<file path="src/rtl/regfile_write_sequencer_if.sv">
// Bus bundle for regfile_write_sequencer.
// slave  : the sequencer side (decoded instruction, data and status in; phase,
//          effective address, FSR shadow, GPR/STATUS write ports and skip out).
// master : the core/bench side driving the instruction and data inputs.
interface regfile_write_sequencer_if #(
  parameter int DATA_WIDTH      = 8,
  parameter int FILE_ADDR_WIDTH = 5,
  parameter int BANK_BITS       = 2
);
  localparam int A = FILE_ADDR_WIDTH + BANK_BITS;

  logic                       stall;
  logic                       instValid;
  logic [2:0]                 opClass;
  logic                       destF;
  logic [FILE_ADDR_WIDTH-1:0] fileAddr;
  logic [DATA_WIDTH-1:0]      wRIn;
  logic [DATA_WIDTH-1:0]      aluResultIn;
  logic [2:0]                 aluStatusIn;
  logic [2:0]                 aluFlagMask;
  logic [DATA_WIDTH-1:0]      statusIn;

  logic [1:0]                 qPhase;
  logic [A-1:0]               effAddrOut;
  logic [A-1:0]               fsrOut;
  logic                       gprWrEn;
  logic [A-1:0]               gprWrAddr;
  logic [DATA_WIDTH-1:0]      gprWrData;
  logic                       statusWrEn;
  logic [DATA_WIDTH-1:0]      statusWrData;
  logic                       skipOut;

  modport master (
    output stall, instValid, opClass, destF, fileAddr, wRIn, aluResultIn,
           aluStatusIn, aluFlagMask, statusIn,
    input  qPhase, effAddrOut, fsrOut, gprWrEn, gprWrAddr, gprWrData,
           statusWrEn, statusWrData, skipOut
  );

  modport slave (
    input  stall, instValid, opClass, destF, fileAddr, wRIn, aluResultIn,
           aluStatusIn, aluFlagMask, statusIn,
    output qPhase, effAddrOut, fsrOut, gprWrEn, gprWrAddr, gprWrData,
           statusWrEn, statusWrData, skipOut
  );
endinterface

</file>
<file path="src/rtl/regfile_write_sequencer.sv">
// Registered register-file write sequencer for a PIC16C5x-style core.
// Owns the Q1..Q4 phase counter and the FSR shadow, resolves direct, banked
// and indirect effective addresses, and produces one-cycle GPR/STATUS write
// strobes plus a skip request in Q4.
// Ports:
//   clk  - core clock
//   rst  - synchronous active-high reset
//   bus  - regfile_write_sequencer_if.slave (instruction/data in, write ports out)
module regfile_write_sequencer #(
  parameter int DATA_WIDTH      = 8,
  parameter int FILE_ADDR_WIDTH = 5,
  parameter int BANK_BITS       = 2,
  parameter int STATUS_ADDR     = 3,
  parameter int FSR_ADDR        = 4
) (
  input logic                     clk,
  input logic                     rst,
  regfile_write_sequencer_if.slave bus
);
  localparam int F = FILE_ADDR_WIDTH;
  localparam int A = FILE_ADDR_WIDTH + BANK_BITS;

  localparam logic [1:0] Q1 = 2'd0;
  localparam logic [1:0] Q2 = 2'd1;
  localparam logic [1:0] Q3 = 2'd2;
  localparam logic [1:0] Q4 = 2'd3;

  localparam logic [2:0] OP_NOP    = 3'd0;
  localparam logic [2:0] OP_CLRF   = 3'd1;
  localparam logic [2:0] OP_CLRW   = 3'd2;
  localparam logic [2:0] OP_MOVWF  = 3'd3;
  localparam logic [2:0] OP_BXF    = 3'd4;
  localparam logic [2:0] OP_FSZ    = 3'd5;
  localparam logic [2:0] OP_ALU    = 3'd6;
  localparam logic [2:0] OP_ALUXLW = 3'd7;

  logic [1:0]            phase_q;
  logic [2:0]            op_q;
  logic                  destF_q;
  logic [F-1:0]          fileAddr_q;
  logic [2:0]            mask_q;
  logic [A-1:0]          effAddr_q;
  logic [A-1:0]          fsr_q;
  logic [A-1:0]          gprWrAddr_q;
  logic [DATA_WIDTH-1:0] gprWrData_q;
  logic                  gprPend_q;
  logic                  statusPend_q;
  logic [DATA_WIDTH-1:0] statusWrData_q;
  logic                  skipPend_q;

  logic [A-1:0]          src;
  logic [A-1:0]          effAddr_d;
  logic [DATA_WIDTH-1:0] wrData_d;
  logic [DATA_WIDTH-1:0] base;
  logic [DATA_WIDTH-1:0] statusWrData_d;
  logic [2:0]            upd;
  logic [2:0]            flags;
  logic                  fileWr;
  logic                  statusHit;
  logic                  nullInd;
  logic                  gprWrEn_d;
  logic                  statusWrEn_d;
  logic                  skip_d;
  logic                  commit;

  // Address 0 selects INDF (indirect through FSR). Only the upper half of a
  // bank is banked; the lower half always aliases bank 0.
  always_comb begin
    src = (fileAddr_q == '0) ? fsr_q : {{BANK_BITS{1'b0}}, fileAddr_q};
    if (src[F-1]) effAddr_d = {fsr_q[A-1:F], src[F-1:0]};
    else          effAddr_d = {{BANK_BITS{1'b0}}, src[F-1:0]};
  end

  always_comb begin
    wrData_d = bus.aluResultIn;
    fileWr   = 1'b0;
    upd      = '0;
    flags    = '0;
    skip_d   = 1'b0;
    case (op_q)
      OP_CLRF: begin
        wrData_d = '0;
        fileWr   = 1'b1;
        upd      = 3'b100;
        flags    = 3'b100;
      end
      OP_CLRW: begin
        wrData_d = '0;
        upd      = 3'b100;
        flags    = 3'b100;
      end
      OP_MOVWF: begin
        wrData_d = bus.wRIn;
        fileWr   = 1'b1;
      end
      OP_BXF: fileWr = 1'b1;
      OP_FSZ: begin
        fileWr = destF_q;
        skip_d = (bus.aluResultIn == '0);
      end
      OP_ALU: begin
        fileWr = destF_q;
        upd    = mask_q;
        flags  = bus.aluStatusIn;
      end
      OP_ALUXLW: begin
        upd   = mask_q;
        flags = bus.aluStatusIn;
      end
      default: ;
    endcase

    // E[F-1:0]==0 can only arise from INDF-through-INDF, since a direct
    // address of 0 is itself the indirect selector.
    statusHit    = (effAddr_q[F-1:0] == F'(STATUS_ADDR));
    nullInd      = (effAddr_q[F-1:0] == '0);
    gprWrEn_d    = fileWr & ~statusHit & ~nullInd;
    statusWrEn_d = (|upd) | (fileWr & statusHit);

    // A file write aimed at STATUS becomes the merge base; op flags still win
    // on the bits they update.
    base           = (fileWr & statusHit) ? wrData_d : bus.statusIn;
    statusWrData_d = base;
    statusWrData_d[2:0] = (base[2:0] & ~upd) | (flags & upd);
  end

  assign commit = (phase_q == Q4) & ~bus.stall;

  always_ff @(posedge clk) begin
    if (rst) begin
      phase_q        <= Q1;
      op_q           <= OP_NOP;
      destF_q        <= 1'b0;
      fileAddr_q     <= '0;
      mask_q         <= '0;
      effAddr_q      <= '0;
      fsr_q          <= '0;
      gprWrAddr_q    <= '0;
      gprWrData_q    <= '0;
      gprPend_q      <= 1'b0;
      statusPend_q   <= 1'b0;
      statusWrData_q <= '0;
      skipPend_q     <= 1'b0;
    end else if (!bus.stall) begin
      phase_q <= phase_q + 2'd1;
      case (phase_q)
        Q1: begin
          op_q       <= bus.instValid ? bus.opClass : OP_NOP;
          destF_q    <= bus.destF;
          fileAddr_q <= bus.fileAddr;
          mask_q     <= bus.aluFlagMask;
        end
        Q2: effAddr_q <= effAddr_d;
        Q3: begin
          gprWrAddr_q    <= effAddr_q;
          gprWrData_q    <= wrData_d;
          gprPend_q      <= gprWrEn_d;
          statusPend_q   <= statusWrEn_d;
          statusWrData_q <= statusWrData_d;
          skipPend_q     <= skip_d;
        end
        default: begin
          gprPend_q    <= 1'b0;
          statusPend_q <= 1'b0;
          skipPend_q   <= 1'b0;
          if (gprPend_q && (gprWrAddr_q[F-1:0] == F'(FSR_ADDR)))
            fsr_q <= A'(gprWrData_q);
        end
      endcase
    end
  end

  // Pending strobes are only exposed in an unstalled Q4, so a stalled Q4
  // shows them low and the commit happens on the first free edge.
  assign bus.qPhase       = phase_q;
  assign bus.effAddrOut   = effAddr_q;
  assign bus.fsrOut       = fsr_q;
  assign bus.gprWrEn      = gprPend_q & commit;
  assign bus.gprWrAddr    = gprWrAddr_q;
  assign bus.gprWrData    = gprWrData_q;
  assign bus.statusWrEn   = statusPend_q & commit;
  assign bus.statusWrData = statusWrData_q;
  assign bus.skipOut      = skipPend_q & commit;
endmodule
</file>
<file path="src/flat_wrapper.sv">
// flat-port wrapper written by rule: the top's interface ports become plain ports
module regfile_write_sequencer_flat 
#(
  parameter int DATA_WIDTH      = 8,
  parameter int FILE_ADDR_WIDTH = 5,
  parameter int BANK_BITS       = 2,
  parameter int STATUS_ADDR     = 3,
  parameter int FSR_ADDR        = 4
)
  (clk, rst, bus_stall, bus_instValid, bus_opClass, bus_destF, bus_fileAddr, bus_wRIn, bus_aluResultIn, bus_aluStatusIn, bus_aluFlagMask, bus_statusIn, bus_qPhase, bus_effAddrOut, bus_fsrOut, bus_gprWrEn, bus_gprWrAddr, bus_gprWrData, bus_statusWrEn, bus_statusWrData, bus_skipOut);
  regfile_write_sequencer_if #(.DATA_WIDTH(DATA_WIDTH), .FILE_ADDR_WIDTH(FILE_ADDR_WIDTH), .BANK_BITS(BANK_BITS)) bus_i ();
  input logic clk;
  input logic rst;
  input wire logic [$bits(bus_i.stall)-1:0] bus_stall;
  input wire logic [$bits(bus_i.instValid)-1:0] bus_instValid;
  input wire logic [$bits(bus_i.opClass)-1:0] bus_opClass;
  input wire logic [$bits(bus_i.destF)-1:0] bus_destF;
  input wire logic [$bits(bus_i.fileAddr)-1:0] bus_fileAddr;
  input wire logic [$bits(bus_i.wRIn)-1:0] bus_wRIn;
  input wire logic [$bits(bus_i.aluResultIn)-1:0] bus_aluResultIn;
  input wire logic [$bits(bus_i.aluStatusIn)-1:0] bus_aluStatusIn;
  input wire logic [$bits(bus_i.aluFlagMask)-1:0] bus_aluFlagMask;
  input wire logic [$bits(bus_i.statusIn)-1:0] bus_statusIn;
  output wire logic [$bits(bus_i.qPhase)-1:0] bus_qPhase;
  output wire logic [$bits(bus_i.effAddrOut)-1:0] bus_effAddrOut;
  output wire logic [$bits(bus_i.fsrOut)-1:0] bus_fsrOut;
  output wire logic [$bits(bus_i.gprWrEn)-1:0] bus_gprWrEn;
  output wire logic [$bits(bus_i.gprWrAddr)-1:0] bus_gprWrAddr;
  output wire logic [$bits(bus_i.gprWrData)-1:0] bus_gprWrData;
  output wire logic [$bits(bus_i.statusWrEn)-1:0] bus_statusWrEn;
  output wire logic [$bits(bus_i.statusWrData)-1:0] bus_statusWrData;
  output wire logic [$bits(bus_i.skipOut)-1:0] bus_skipOut;
  assign bus_i.stall = bus_stall;
  assign bus_i.instValid = bus_instValid;
  assign bus_i.opClass = bus_opClass;
  assign bus_i.destF = bus_destF;
  assign bus_i.fileAddr = bus_fileAddr;
  assign bus_i.wRIn = bus_wRIn;
  assign bus_i.aluResultIn = bus_aluResultIn;
  assign bus_i.aluStatusIn = bus_aluStatusIn;
  assign bus_i.aluFlagMask = bus_aluFlagMask;
  assign bus_i.statusIn = bus_statusIn;
  assign bus_qPhase = bus_i.qPhase;
  assign bus_effAddrOut = bus_i.effAddrOut;
  assign bus_fsrOut = bus_i.fsrOut;
  assign bus_gprWrEn = bus_i.gprWrEn;
  assign bus_gprWrAddr = bus_i.gprWrAddr;
  assign bus_gprWrData = bus_i.gprWrData;
  assign bus_statusWrEn = bus_i.statusWrEn;
  assign bus_statusWrData = bus_i.statusWrData;
  assign bus_skipOut = bus_i.skipOut;
  regfile_write_sequencer #(.DATA_WIDTH(DATA_WIDTH), .FILE_ADDR_WIDTH(FILE_ADDR_WIDTH), .BANK_BITS(BANK_BITS), .STATUS_ADDR(STATUS_ADDR), .FSR_ADDR(FSR_ADDR)) u_core (.clk(clk), .rst(rst), .bus(bus_i));
endmodule
</file>
<file path="config.mk">
export PLATFORM = sky130hd
export DESIGN_NAME = regfile_write_sequencer_flat
export DESIGN_NICKNAME = d
export VERILOG_FILES = /design/src/rtl/regfile_write_sequencer_if.sv /design/src/rtl/regfile_write_sequencer.sv /design/src/flat_wrapper.sv
export SDC_FILE = /design/constraint.sdc
export NUM_CORES = 1
export LEC_CHECK = 0
export BUFFER_PORTS_ARGS = -buffer_cell sky130_fd_sc_hd__buf_4
export CORE_ASPECT_RATIO = 0.75
export CORE_MARGIN = 10
export CORE_UTILIZATION = 53
export CTS_CLUSTER_DIAMETER = 40
export CTS_CLUSTER_SIZE = 20
export DETAILED_ROUTE_END_ITERATION = 16
export GPL_TIMING_DRIVEN = 0
export PLACE_DENSITY = 0.84
export SYNTH_ARGS = -nofsm -noshare
export SYNTH_HDL_FRONTEND = slang
export SYNTH_SLANG_ARGS = --single-unit
export TNS_END_PERCENT = 30
</file>
<file path="constraint.sdc">
create_clock -name clk -period 2.6 [get_ports clk]
set_clock_uncertainty 0.05 [all_clocks]
set_input_delay 0.52 -clock clk [delete_from_list [all_inputs] [get_ports clk]]
set_output_delay 0.52 -clock clk [all_outputs]
set_load 0.005 [all_outputs]
</file>
### After elaboration in Yosys (flattened, before gate mapping)

Index checks and enable logic that the tools add are counted.

| cells by class | value |
|---|---|
| add/sub/neg operators | 1 |
| equal/unequal tests | 12 |
| muxes and demuxes | 12 |
| bitwise operators | 17 |
| reductions and logical operators | 17 |

Operator list:

| cell | number |
|---|---|
| 8-bit one-hot mux with 2 select lines | 1 |
| 3-bit equality test, second input constant | 4 |
| 3-bit one-hot mux with 2 select lines | 2 |
| 5-bit zero test | 2 |
| 3-bit OR reduction | 3 |
| 8-bit zero test | 1 |
| 8-bit 2-to-1 mux | 1 |
| 1-bit one-hot mux with 2 select lines | 4 |
| 2-bit AND reduction | 4 |
| 2-bit OR reduction | 4 |
| 1-bit bitwise AND | 7 |
| 7-bit 2-to-1 mux | 1 |
| 3-bit bitwise AND | 2 |
| 3-bit by 2-bit equality test with 1-bit output, second input constant | 2 |
| 5-bit by 2-bit equality test with 1-bit output, second input constant | 1 |
| 5-bit by 3-bit equality test with 1-bit output, second input constant | 1 |
| 5-bit 2-to-1 mux | 1 |
| 1-bit inverter | 5 |
| 2-bit equality test, second input constant | 2 |
| 3-bit by 1-bit equality test with 1-bit output, second input constant | 1 |
| 3-bit 2-to-1 mux | 1 |
| 3-bit inverter | 1 |
| 3-bit OR | 1 |
| 3-bit AND reduction | 1 |
| other kinds (6) | 6 |

| word-level totals | value |
|---|---|
| register bits after elaboration | 54 |
| input port bits | 43 |
| word-level logic and storage cells | 72 |

### Longest topological paths before layout

| logic depth | value |
|---|---|
| word-level depth | 7 |
| depth in mapped cells | 8 |
| gate-level depth less buffers | 6 |

### Worst setup path before layout

No wires, ideal clock.

| timing path | value |
|---|---|
| path kind | input port to flip-flop |
| start point | input port bus_stall |
| end point | register u_core.statusWrData_q[1] (netlist: u_core.bus.statusWrData[1]) |
| setup time | 132 ps |
| arrival | 1454 ps |
| slack | 964 ps |
| stages | 7 |
| buffers on the path | 3 |
| cells stage by stage | buf_2 > nor2b_1 > clkbuf_1 > buf_2 > o21ai_0 > o211ai_1 > o311ai_1 |

| between the ends | value |
|---|---|
| longest elaborated chain between the ends | 2 |

RTL lines:

| item | RTL line | RTL |
|---|---|---|
| from (decl) | flat_wrapper.sv:14 | `input wire logic [$bits(bus_i.stall)-1:0] bus_stall;` |
| 1-bit inverter | n/a |  |
| 2-bit AND reduction (no source line) | n/a |  |
| to (signal assigned) | regfile_write_sequencer.sv:159 | `statusWrData_q <= statusWrData_d;` |
| to (decl) | regfile_write_sequencer.sv:48 | `logic [DATA_WIDTH-1:0] statusWrData_q;` |

Every way passes these cells.
A chain may end at the register's enable or synchronous reset.

### Worst setup path after layout

| timing path | value |
|---|---|
| start point | register u_core.phase_q[0] (netlist: u_core.bus.qPhase[0]) |
| end point | register u_core.gprWrAddr_q[1] (netlist: u_core.bus.gprWrAddr[1]) |

| between the ends | value |
|---|---|
| longest elaborated chain between the ends | 2 |

RTL lines:

| item | RTL line | RTL |
|---|---|---|
| from (decl) | regfile_write_sequencer.sv:37 | `logic [1:0] phase_q;` |
| from (signal assigned) | regfile_write_sequencer.sv:145 | `phase_q <= phase_q + 2'd1;` |
| 2-bit equality test | regfile_write_sequencer.sv:146 | `case (phase_q)` |
| 2-bit AND reduction (no source line) | n/a |  |
| to (signal assigned) | regfile_write_sequencer.sv:155 | `gprWrAddr_q <= effAddr_q;` |
| to (decl) | regfile_write_sequencer.sv:44 | `logic [A-1:0] gprWrAddr_q;` |

Every way passes these cells.

==> impl_metrics.ini <==
[clock_tree]
cts_tree = yes
htreeDepth = 2
cts_buffers = 5
clk_latency_ns = 0.31
clockBufferDepth = 2
clk_pin_slew_ns = 0.10
cts_setup_buffers = 0
ctsHoldBuffers = 0
cts_root_buf = clkbuf_8
post_cts_resized = 0
cts.sinks = 54

[setup_path]
worstSetupStartpointType = flop
slowest_delay_ns = 0.40
cp_data_required_time_ns = 2.78
crit_chain = inv_1 -> ha_1 -> nor2b_1 -> clkbuf_1 -> clkbuf_1 -> nand2_1 -> a21oi_1
endpoint_kind = flop
cp_top_family = buffers and inverters
crit_fanout = 10
critPathBufInv = 3
critPathSlowestCell = clkbuf_1
critical_path_arrival_ns = 2.26
crit_top_cell = clkbuf_1
critical_path_class = flop to flop

[pwr]
p_leak_nw = 1.34
p_seq_share_pct = 52.7
powerDensity_nw_per_um2 = 518
swShare_pct = 27.2
pwr-share-clk_pct = 30.9
power.internal_mw = 1.23
ir_worst_vdd_mv = 0.407
p_sw_mw = 0.461
p_comb_share_pct = 16.4

[yosys]
synth_cells = 296
async_flop_share_pct = 0
ys_types = 44
synth_common_cells = dfxtp_1 (54), nand2_1 (48), a21oi_1 (34)
synth_top_area_share_pct = 43.7
synthTopCellsByArea = dfxtp_1 (44%), nand2_1 (7.3%), a21oi_1 (6.9%)
synth_edf_count = 0
synthFlopType = dfxtp_1
yosysTopAreaCell = dfxtp_1
synth_most_common_cell = dfxtp_1
syn-cell-area_um2 = 2470
syn-num-nets = 343
synth_warnings = 0
synth-seq-cells = 54
synth_seq_area_share_pct = 43.7
synth.avg_cell_area_um2 = 8.35

[cells_and_area]
final_nets = 433
diodes = 0
layout.area.seq_um2 = 1080
n_fill_cell = 367
area_delta_synth_final_pct = 32.4
drive_gt1_share_pct = 27.1
multi_input_area_um2 = 1250
final_util_pct = 72.8

[timing]
drv_slew = 0
timing.fmax_mhz = 482
final.min_clock_period_ns = 2.07
rsz0062_at_grt = false
slew_headroom_pct = 64.3
setup-tns-final_ns = 0
tightest_slew_ns = 0.536
finalCritPeriodShare_pct = 79.7
hold_viol = 0
setup_ws_ns = 0.527
setup_viol = 0

[global_route]
grtUsageTotal_pct = 19.7
antenna_found_initial = 0
grt_pass1_wl_um = 12900
grt_max_degree = 17
grt_overflow_total = 0
grt_pass1_vias = 2556

[floorplan]
die_w_um = 98.8
die_h_um = 79.1
fp.coreArea_um2 = 4490
io_pins = 85
die-area_um2 = 7820
start_util_pct = 55.0
rows = 21

[run]
drv_cap = 0

[placed_design]
dp_hpwl_um = 6270
place_worst_setup_slack_ns = 0.563
place.gp.congestion = 0.934
port_buffers = 83

[routing]
drt_wl_total_um = 8010
drtAntennaViolNets = 0
wl_per_cell_um = 18.0
drtIter0Drc = 220
drc_errors = 0
drtPass1Iterations = 4
route.vias.total = 2581
viasPerCell = 5.81

[run_status]
status = finished clean

[min_path]
min_path_type = input pin to flop
## sequential cells by signal, indices dropped and copies added (netlist names), 2 cells and up
name and count:
u_core.bus.qPhase 2, u_core.fileAddr_q 5, u_core.bus.effAddrOut 7, u_core.op_q 3
u_core.bus.fsrOut 7, u_core.bus.gprWrData 8, u_core.bus.statusWrData 8, u_core.mask_q 3
u_core.bus.gprWrAddr 7
## metal layers
layer	part of all wire, %	up-vias	track usage, %
met1	43	1170	25.2
met5	0	-	0
met4	2.2	0	6.71
met2	43	147	30.5
li1	-	1242	-
met3	11	22	6.75
## per-stage QoR
stage               hold slack, ns  area (um2)  power [mW]  instances
floorplan                    0.382        2470        1.05        296
global placement             0.391        3170        1.18        436
detailed placement           0.398        3170        1.18        436
CTS                          0.395        3270        1.69        444
global route                 0.402        3270        1.76        444
finish                       0.400        3270        1.69        444
## placed cells by master, fill, tap and decap left out, types with 2 or more instances in the layout
| cell | instances |
|---|---|
| o211ai_1 | 2 |
| clkbuf_1 | 15 |
| o21ai_0 | 8 |
| nand2b_1 | 3 |
| nor2_1 | 18 |
| nand4b_1 | 2 |
| nand2_1 | 48 |
| o311ai_1 | 2 |
| or4b_1 | 5 |
| clkbuf_8 | 7 |
| ha_1 | 4 |
| and2_1 | 3 |
| o2111ai_1 | 7 |
| nor4b_1 | 2 |
| nand3_1 | 20 |
| nor2b_1 | 6 |
| o21a_1 | 2 |
| dfxtp_1 | 54 |
| nor3_1 | 2 |
| a22oi_1 | 7 |
| a21oi_1 | 34 |
| buf_2 | 5 |
| buf_4 | 86 |
| mux2i_1 | 8 |
| nor4_1 | 3 |
| xnor2_1 | 2 |
| a211oi_1 | 8 |
| inv_1 | 6 |
## area by class of cell
cell class,count,area share (%)
Buffer,24,3.52
Multi-Input combinational cell,212,38.3
Timing Repair Buffer,83,19.1
Clock inverter,1,0.268
Inverter,6,0.689
Tap cell,57,2.18
Clock buffer,7,2.95
Sequential cell,54,33.1
## worst min-delay path, cell delays in order
cell	delay [ns]
buf_4	0.11
nand2_1	0.04
a21oi_1	0.05
## final timing paths
kind | end | slack (ns) | cells past startpoint | start
setup reg to reg | u_core.bus.gprWrAddr[1] | 0.53 | 7 | u_core.bus.qPhase[0]
hold / removal | u_core.fileAddr_q[1] | 0.40 | 3 | bus_fileAddr[1]
setup / recovery | u_core.bus.gprWrAddr[1] | 0.53 | 7 | u_core.bus.qPhase[0]
hold reg to reg | u_core.bus.gprWrAddr[6] | 0.42 | 2 | u_core.bus.gprWrAddr[6]
## power by group through the flow
stage	Combinational (mW)	Clock [mW]	Sequential (mW)
3_5_place_dp	0.272	0	0.911
6_report	0.277	0.523	0.893
2_1_floorplan	0.145	0	0.903
3_3_place_gp	0.267	0	0.909
4_1_cts	0.275	0.527	0.892
5_1_grt	0.305	0.559	0.899
## cell families (layout without fill, tap and decap cells)
kind of cell	Yosys count	count (layout)	synth area share [%]
compound gates	78	78	20.3
fa+ha+maj	4	4	2.03
flops	54	54	43.7
buf+inv	30	121	5.57
simple gates	119	119	24.1
mux	8	8	3.24
xor+xnor	3	3	1.06
(Power assumes the default switching activity.)
